**src/rtl/alu_pkg.sv**
```systemverilog
// alu_pkg: operation codes, execute-stage state encoding and width defaults
// shared by the ALU control decoder and the execute unit. Rev 1.0
`default_nettype none

package alu_pkg;

   localparam int XLEN_DEF = 32;

   localparam logic [3:0] ALU_AND = 4'b0000;
   localparam logic [3:0] ALU_OR  = 4'b0001;
   localparam logic [3:0] ALU_ADD = 4'b0010;
   localparam logic [3:0] ALU_SLL = 4'b0011;
   localparam logic [3:0] ALU_SRL = 4'b0100;
   localparam logic [3:0] ALU_SRA = 4'b0101;
   localparam logic [3:0] ALU_SUB = 4'b0110;
   localparam logic [3:0] ALU_SLT = 4'b0111;

   typedef enum logic [1:0] {
      IDLE  = 2'd0,
      SHIFT = 2'd1,
      DONE  = 2'd2
   } state_t;

   function automatic logic is_shift(input logic [3:0] ctrl);
      return (ctrl == ALU_SLL) || (ctrl == ALU_SRL) || (ctrl == ALU_SRA);
   endfunction

endpackage

`default_nettype wire

```
**src/rtl/alu_comb_core.sv**
```systemverilog
// alu_comb_core: single-cycle AND/OR/ADD/SUB/SLT plus illegal-code detection.
// Rev 1.0
`default_nettype none

module alu_comb_core
   import alu_pkg::*;
#(
   parameter int XLEN = XLEN_DEF
) (
   input  logic [3:0]      i_ctrl,
   input  logic [XLEN-1:0] i_a,
   input  logic [XLEN-1:0] i_b,
   output logic [XLEN-1:0] o_result,
   output logic            o_illegal
);

   always_comb begin
      o_result  = '0;
      o_illegal = 1'b0;
      case (i_ctrl)
         ALU_AND: o_result = i_a & i_b;
         ALU_OR:  o_result = i_a | i_b;
         ALU_ADD: o_result = i_a + i_b;
         ALU_SUB: o_result = i_a - i_b;
         ALU_SLT: o_result = {{(XLEN-1){1'b0}}, ($signed(i_a) < $signed(i_b))};
         // Shifts are legal but produced by the iterative path in the parent.
         ALU_SLL, ALU_SRL, ALU_SRA: o_result = '0;
         default: o_illegal = 1'b1;
      endcase
   end

endmodule

`default_nettype wire

```
**src/rtl/alu_exec_unit.sv**
```systemverilog
// alu_exec_unit: multi-cycle execute stage; 1-cycle logic/arith ops and
// bit-serial shifts behind valid/ready handshakes. Rev 1.0
`default_nettype none

module alu_exec_unit
   import alu_pkg::*;
#(
   parameter int XLEN    = XLEN_DEF,
   parameter int SHAMT_W = 5
) (
   input  logic            clk,
   input  logic            rst_n,
   input  logic            in_valid,
   output logic            in_ready,
   input  logic [3:0]      alu_ctrl,
   input  logic [XLEN-1:0] op_a,
   input  logic [XLEN-1:0] op_b,
   output logic            out_valid,
   input  logic            out_ready,
   output logic [XLEN-1:0] result,
   output logic            zero,
   output logic            illegal
);

   state_t              r_state;
   state_t              w_next;
   logic [SHAMT_W-1:0]  r_count;
   logic [XLEN-1:0]     r_work;
   logic [XLEN-1:0]     r_result;
   logic [3:0]          r_op;
   logic                r_zero;
   logic                r_illegal;

   logic [XLEN-1:0]     w_core_result;
   logic                w_core_illegal;
   logic [XLEN-1:0]     w_imm_result;
   logic [XLEN-1:0]     w_shifted;
   logic [SHAMT_W-1:0]  w_shamt;
   logic                w_accept;
   logic                w_start_shift;
   logic                w_last_shift;

   alu_comb_core #(.XLEN(XLEN)) u_core (
      .i_ctrl    (alu_ctrl),
      .i_a       (op_a),
      .i_b       (op_b),
      .o_result  (w_core_result),
      .o_illegal (w_core_illegal)
   );

   assign w_shamt       = op_b[SHAMT_W-1:0];
   assign w_accept      = in_valid && (r_state == IDLE);
   assign w_start_shift = is_shift(alu_ctrl) && (w_shamt != '0);
   // A zero-distance shift is just a pass-through of operand A.
   assign w_imm_result  = is_shift(alu_ctrl) ? op_a : w_core_result;
   assign w_last_shift  = (r_count == SHAMT_W'(1));

   always_comb begin
      w_shifted = {r_work[XLEN-1], r_work[XLEN-1:1]};
      case (r_op)
         ALU_SLL: w_shifted = {r_work[XLEN-2:0], 1'b0};
         ALU_SRL: w_shifted = {1'b0, r_work[XLEN-1:1]};
         default: w_shifted = {r_work[XLEN-1], r_work[XLEN-1:1]};
      endcase
   end

   always_ff @(posedge clk or negedge rst_n) begin
      if (!rst_n) r_state <= IDLE;
      else        r_state <= w_next;
   end

   always_comb begin
      w_next = r_state;
      case (r_state)
         IDLE:    if (w_accept) w_next = w_start_shift ? SHIFT : DONE;
         SHIFT:   if (w_last_shift) w_next = DONE;
         DONE:    if (out_ready) w_next = IDLE;
         default: w_next = IDLE;
      endcase
   end

   always_ff @(posedge clk or negedge rst_n) begin
      if (!rst_n) begin
         r_count   <= '0;
         r_work    <= '0;
         r_result  <= '0;
         r_op      <= '0;
         r_zero    <= 1'b0;
         r_illegal <= 1'b0;
      end else begin
         case (r_state)
            IDLE: begin
               if (w_accept) begin
                  r_op <= alu_ctrl;
                  if (w_start_shift) begin
                     r_work  <= op_a;
                     r_count <= w_shamt;
                  end else begin
                     r_result  <= w_imm_result;
                     r_zero    <= (w_imm_result == '0);
                     r_illegal <= w_core_illegal;
                  end
               end
            end
            SHIFT: begin
               r_work  <= w_shifted;
               r_count <= r_count - SHAMT_W'(1);
               if (w_last_shift) begin
                  r_result  <= w_shifted;
                  r_zero    <= (w_shifted == '0);
                  r_illegal <= 1'b0;
               end
            end
            default: ;
         endcase
      end
   end

   assign in_ready  = (r_state == IDLE);
   assign out_valid = (r_state == DONE);
   assign result    = r_result;
   assign zero      = r_zero;
   assign illegal   = r_illegal;

endmodule

`default_nettype wire

```
**config.mk**
```make
export PLATFORM = sky130hd
export DESIGN_NAME = alu_exec_unit
export DESIGN_NICKNAME = d
export VERILOG_FILES = /design/src/rtl/alu_pkg.sv /design/src/rtl/alu_comb_core.sv /design/src/rtl/alu_exec_unit.sv
export SDC_FILE = /design/constraint.sdc
export NUM_CORES = 1
export LEC_CHECK = 0
export ABC_AREA = 1
export BUFFER_PORTS_ARGS = -buffer_cell sky130_fd_sc_hd__buf_2
export CAP_MARGIN = 30
export CORE_ASPECT_RATIO = 0.7
export CORE_MARGIN = 4
export CORE_UTILIZATION = 60
export DETAILED_ROUTE_END_ITERATION = 16
export PLACE_DENSITY_LB_ADDON = 0.12
export SYNTH_ARGS = -nofsm -noshare
export SYNTH_HDL_FRONTEND = slang
export SYNTH_HIERARCHICAL = 1
export SYNTH_SLANG_ARGS = --single-unit
```
**constraint.sdc**
```tcl
create_clock -name clk -period 2.93 [get_ports clk]
set_input_delay 0.1465 -clock clk [delete_from_list [all_inputs] [get_ports clk]]
set_output_delay 0.1465 -clock clk [all_outputs]
set_load 0.01 [all_outputs]
```
==> results.py <==
metrics = {
    "synthesis": {
        "netlist_area_um2": 11000,
        "synth-simple-area-share_pct": 42.5,
        "synth_top_cell_by_area": "nand2_1",
        "syn_inst": 1973,
        "synth_edf_count": 0,
        "async_flop_share_pct": 100,
        "netlist_top_cells_area": "nand2_1 (23%), dfrtp_1 (17%), inv_1 (12%)",
        "synth_top_family_by_area": "simple AND/OR/NAND/NOR gates",
        "synth_ff_type": "dfrtp_1",
        "syn_avg_cell_area_um2": 5.59,
        "yosys_warnings": 6,
        "ys_seq_area_share_pct": 17.5,
        "synthAdderAreaFrac_pct": 11.8,
        "synth_top_area_share_pct": 22.6,
        "synthDistinctLibCells": 42,
        "ys_seq_elements": 77,
        "syn_nets": 2148,
        "synth_compound_area_share_pct": 12.1,
        "synth_mux_area_share_pct": 0.204,
        "synth_xor_area_share_pct": 0.0795,
    },
    "sta": {
        "min_period_over_period_pct": 93.7,
        "slew_headroom_pct": 67.2,
        "worst_slew_pin_slew_ns": 0.492,
        "hold_violations": 0,
        "finalSetupViolCount": 0,
        "tns_ns": 0,
        "holdWs_ns": 0.0674,
        "slew_viol_final": 0,
        "finClkSkew_ns": 0.00979,
        "rsz0062_at_grt": "no",
        "period_needed_ns": 2.75,
        "max_freq_ghz": 0.364,
    },
    "placement": {
        "placed_cell_area_um2": 12200,
        "place.gp.congestion": 1.04,
        "portBuffers": 107,
        "dpl.hpwl_mm": 33.1,
    },
    "detailed_routing": {
        "drt_iter0_markers": 2145,
        "ant_nets": 0,
        "num_vias": 13400,
        "wl_mm": 41.1,
        "routedWlPerCell_um": 17.5,
        "firstDrtPassIters": 7,
        "vias_per_cell": 5.71,
        "drc": 0,
    },
    "critical_path": {
        "critPathRequiredTime_ns": 3.21,
        "max_stage_delay_ns": 0.33,
        "cp-end-kind": "register",
        "cp_cell_sequence": "buf_2, inv_1, ha_1, buf_4, nand2_1, nand2_1, a21oi_1, nand2_2, nand2_1, nand2_1, o21ai_0, nand3b_1, nand2_1, nand2_1, nor2_1, nand2_1, nor2_1, nand3_1, nor2_1, nor2_1, nor2_1",
        "crit_top_cell": "nand2_1",
        "slowest_stage": "ha_1",
        "cp_max_fo": 7,
        "path_class": "primary input to register",
        "crit_buf_inv": 3,
        "crit_arrival_ns": 3.03,
        "critPathTopFamily": "simple AND/OR/NAND/NOR gates",
        "crit_path_start_kind": "primary input",
    },
    "clock_tree": {
        "clock_sink_count": 77,
        "path_clk_slew_ns": 0.06,
        "root_buffer": "clkbuf_16",
        "cts_tree": "built",
        "insertion_delay_ns": 0.35,
        "numCtsBuffers": 9,
        "htreeDepth": 3,
        "clk_path_buf_depth": 2,
        "postCtsSetupRepairBufs": 0,
    },
    "outcome": {
        "status": "complete, no violations",
    },
    "power": {
        "power.density_nw_per_um2": 555,
        "power_mw": 6.97,
        "peakVddDrop_mv": 0.598,
        "p_leak_nw": 7.39,
    },
    "final_layout": {
        "drive_gt1_share_pct": 12.6,
        "nets": 2285,
        "nFillCells": 1725,
        "utilization_pct": 69.8,
        "design_area_um2": 12600,
        "num_antenna_cells": 0,
        "synthToLayoutAreaGrowth_pct": 14.0,
    },
    "grt": {
        "grt.overflow.total": 0,
        "grt_max_degree": 78,
        "grt_pass1_wl_mm": 64.0,
        "grt_usage_pct": 39.1,
        "grt.busiest_layer": "met2",
        "gr-usage-met1_pct": 55.4,
        "grt_use_met2_pct": 59.9,
        "grt_pass1_vias": 12200,
        "antenna_found_initial": 0,
        "grt_util_met3_pct": 8.40,
    },
    "floorplan": {
        "die-area_um2": 20600,
        "core-area_um2": 18000,
        "initial_core_util_pct": 61.2,
        "ios": 108,
        "die-width_um": 170,
        "num_rows": 41,
        "die_y_um": 121,
    },
    "flow_run": {
        "cap_viol_max_count": 0,
    },
    "hold_path": {
        "hp-class": "primary input to register",
    },
}
## through the flow
| step | std cells | setup slack (ns) |
|---|---|---|
| finish | 2351 | 0.184 |
| global route | 2351 | 0.00769 |
| CTS | 2350 | 0.325 |
| detailed placement | 2333 | -0.00592 |
| global placement | 2333 | 0.0200 |
| floorplan | 1973 | 0.666 |
## cell usage in the layout, fill, tap and decap left out, drive strengths merged
master,instances
o21bai,5
and2,2
nand2,672
and3,5
mux2,2
fa,2
nand3b,9
inv,359
buf,201
a2111o,1
o22ai,22
clkinvlp,2
nor3,13
nor3b,1
clkbuf,10
dfrtp,77
nand4,15
o21a,25
o2111ai,6
o211ai,1
o31ai,1
ha,101
or2,8
a21oi,57
clkinv,7
a22o,1
o21ai,81
a31oi,30
nand3,217
dlygate4sd3,1
nor4,3
nor2,176
a41o,1
xor2,1
## flip-flops by register name (all words and copies together) (netlist names)
name and cells:
r_work 32, result 32, r_count 5, r_op 4, r_state 2, illegal 1
zero 1
## cell type report
class,count,area (um^2),area share [%]
flip-flops and latches,77,1930,15.3
multi-input cells,1458,7380,58.8
clock buffers,10,239,1.90
well taps,236,295,2.35
inverters,362,1360,10.8
repair buffers,202,1320,10.5
clock inverters,6,38.8,0.309
## report_power, final
| group | switching [mW] | internal [mW] |
|---|---|---|
| registers | 0.325 | 1.59 |
| clock network | 0.450 | 0.593 |
| logic | 2.61 | 1.40 |
## final timing paths
check / depth (start not counted) / to / slack [ns] / startpoint
max: 21 / zero / 0.18 / op_b[6]
min reg2reg: 2 / result[0] / 0.47 / result[0]
min: 4 / r_state[1] / 0.07 / out_ready
min in group asynchronous: 2 / result[5] / 0.18 / rst_n
max reg2reg: 15 / zero / 0.71 / r_op[1]
max in group asynchronous: 3 / result[31] / 2.18 / rst_n
## cell usage after synthesis (3+ instances only)
library cell  count
nand2_1         665
inv_1           348
nand3_1         215
nor2_1          162
ha_1            101
dfrtp_1          77
o21ai_0          68
a21oi_1          57
buf_2            38
a31oi_1          30
o21a_1           25
clkbuf_1         23
o22ai_1          22
nand4_1          15
nor2_2           13
o21ai_1          13
nor3_1           12
inv_2            11
buf_4             9
nand3b_1          9
nand2_2           7
or2_2             7
clkbuf_2          6
o2111ai_1         6
and3_1            5
o21bai_1          5
clkinv_1          3
nor4_1            3
## timing repair
item                       CTS  global route
resized for setup            0             6
hold buffers                 1             0
setup endpoints to repair    0             1
hold endpoints to repair     1             0
## routing by layer
| metal | up-vias | share of wire, % |
|---|---|---|
| li1 | 6427 | - |
| met1 | 5982 | 42 |
| met2 | 892 | 42 |
| met3 | 128 | 13 |
| met4 | 0 | 3.7 |
| met5 | - | 0 |
## cell families after synthesis
kind of cell    count (synthesis)
xor+xnor                        1
flops                          77
mux                             2
fa+ha+maj                     103
simple gates                 1121
buf+inv                       438
compound gates                231
## worst min-delay path, delay by kind of cell
family        cells  cell delay, ns
buf+inv           2            0.11
simple gates      2            0.12
Note: power is estimated with default switching activity, not from simulation.
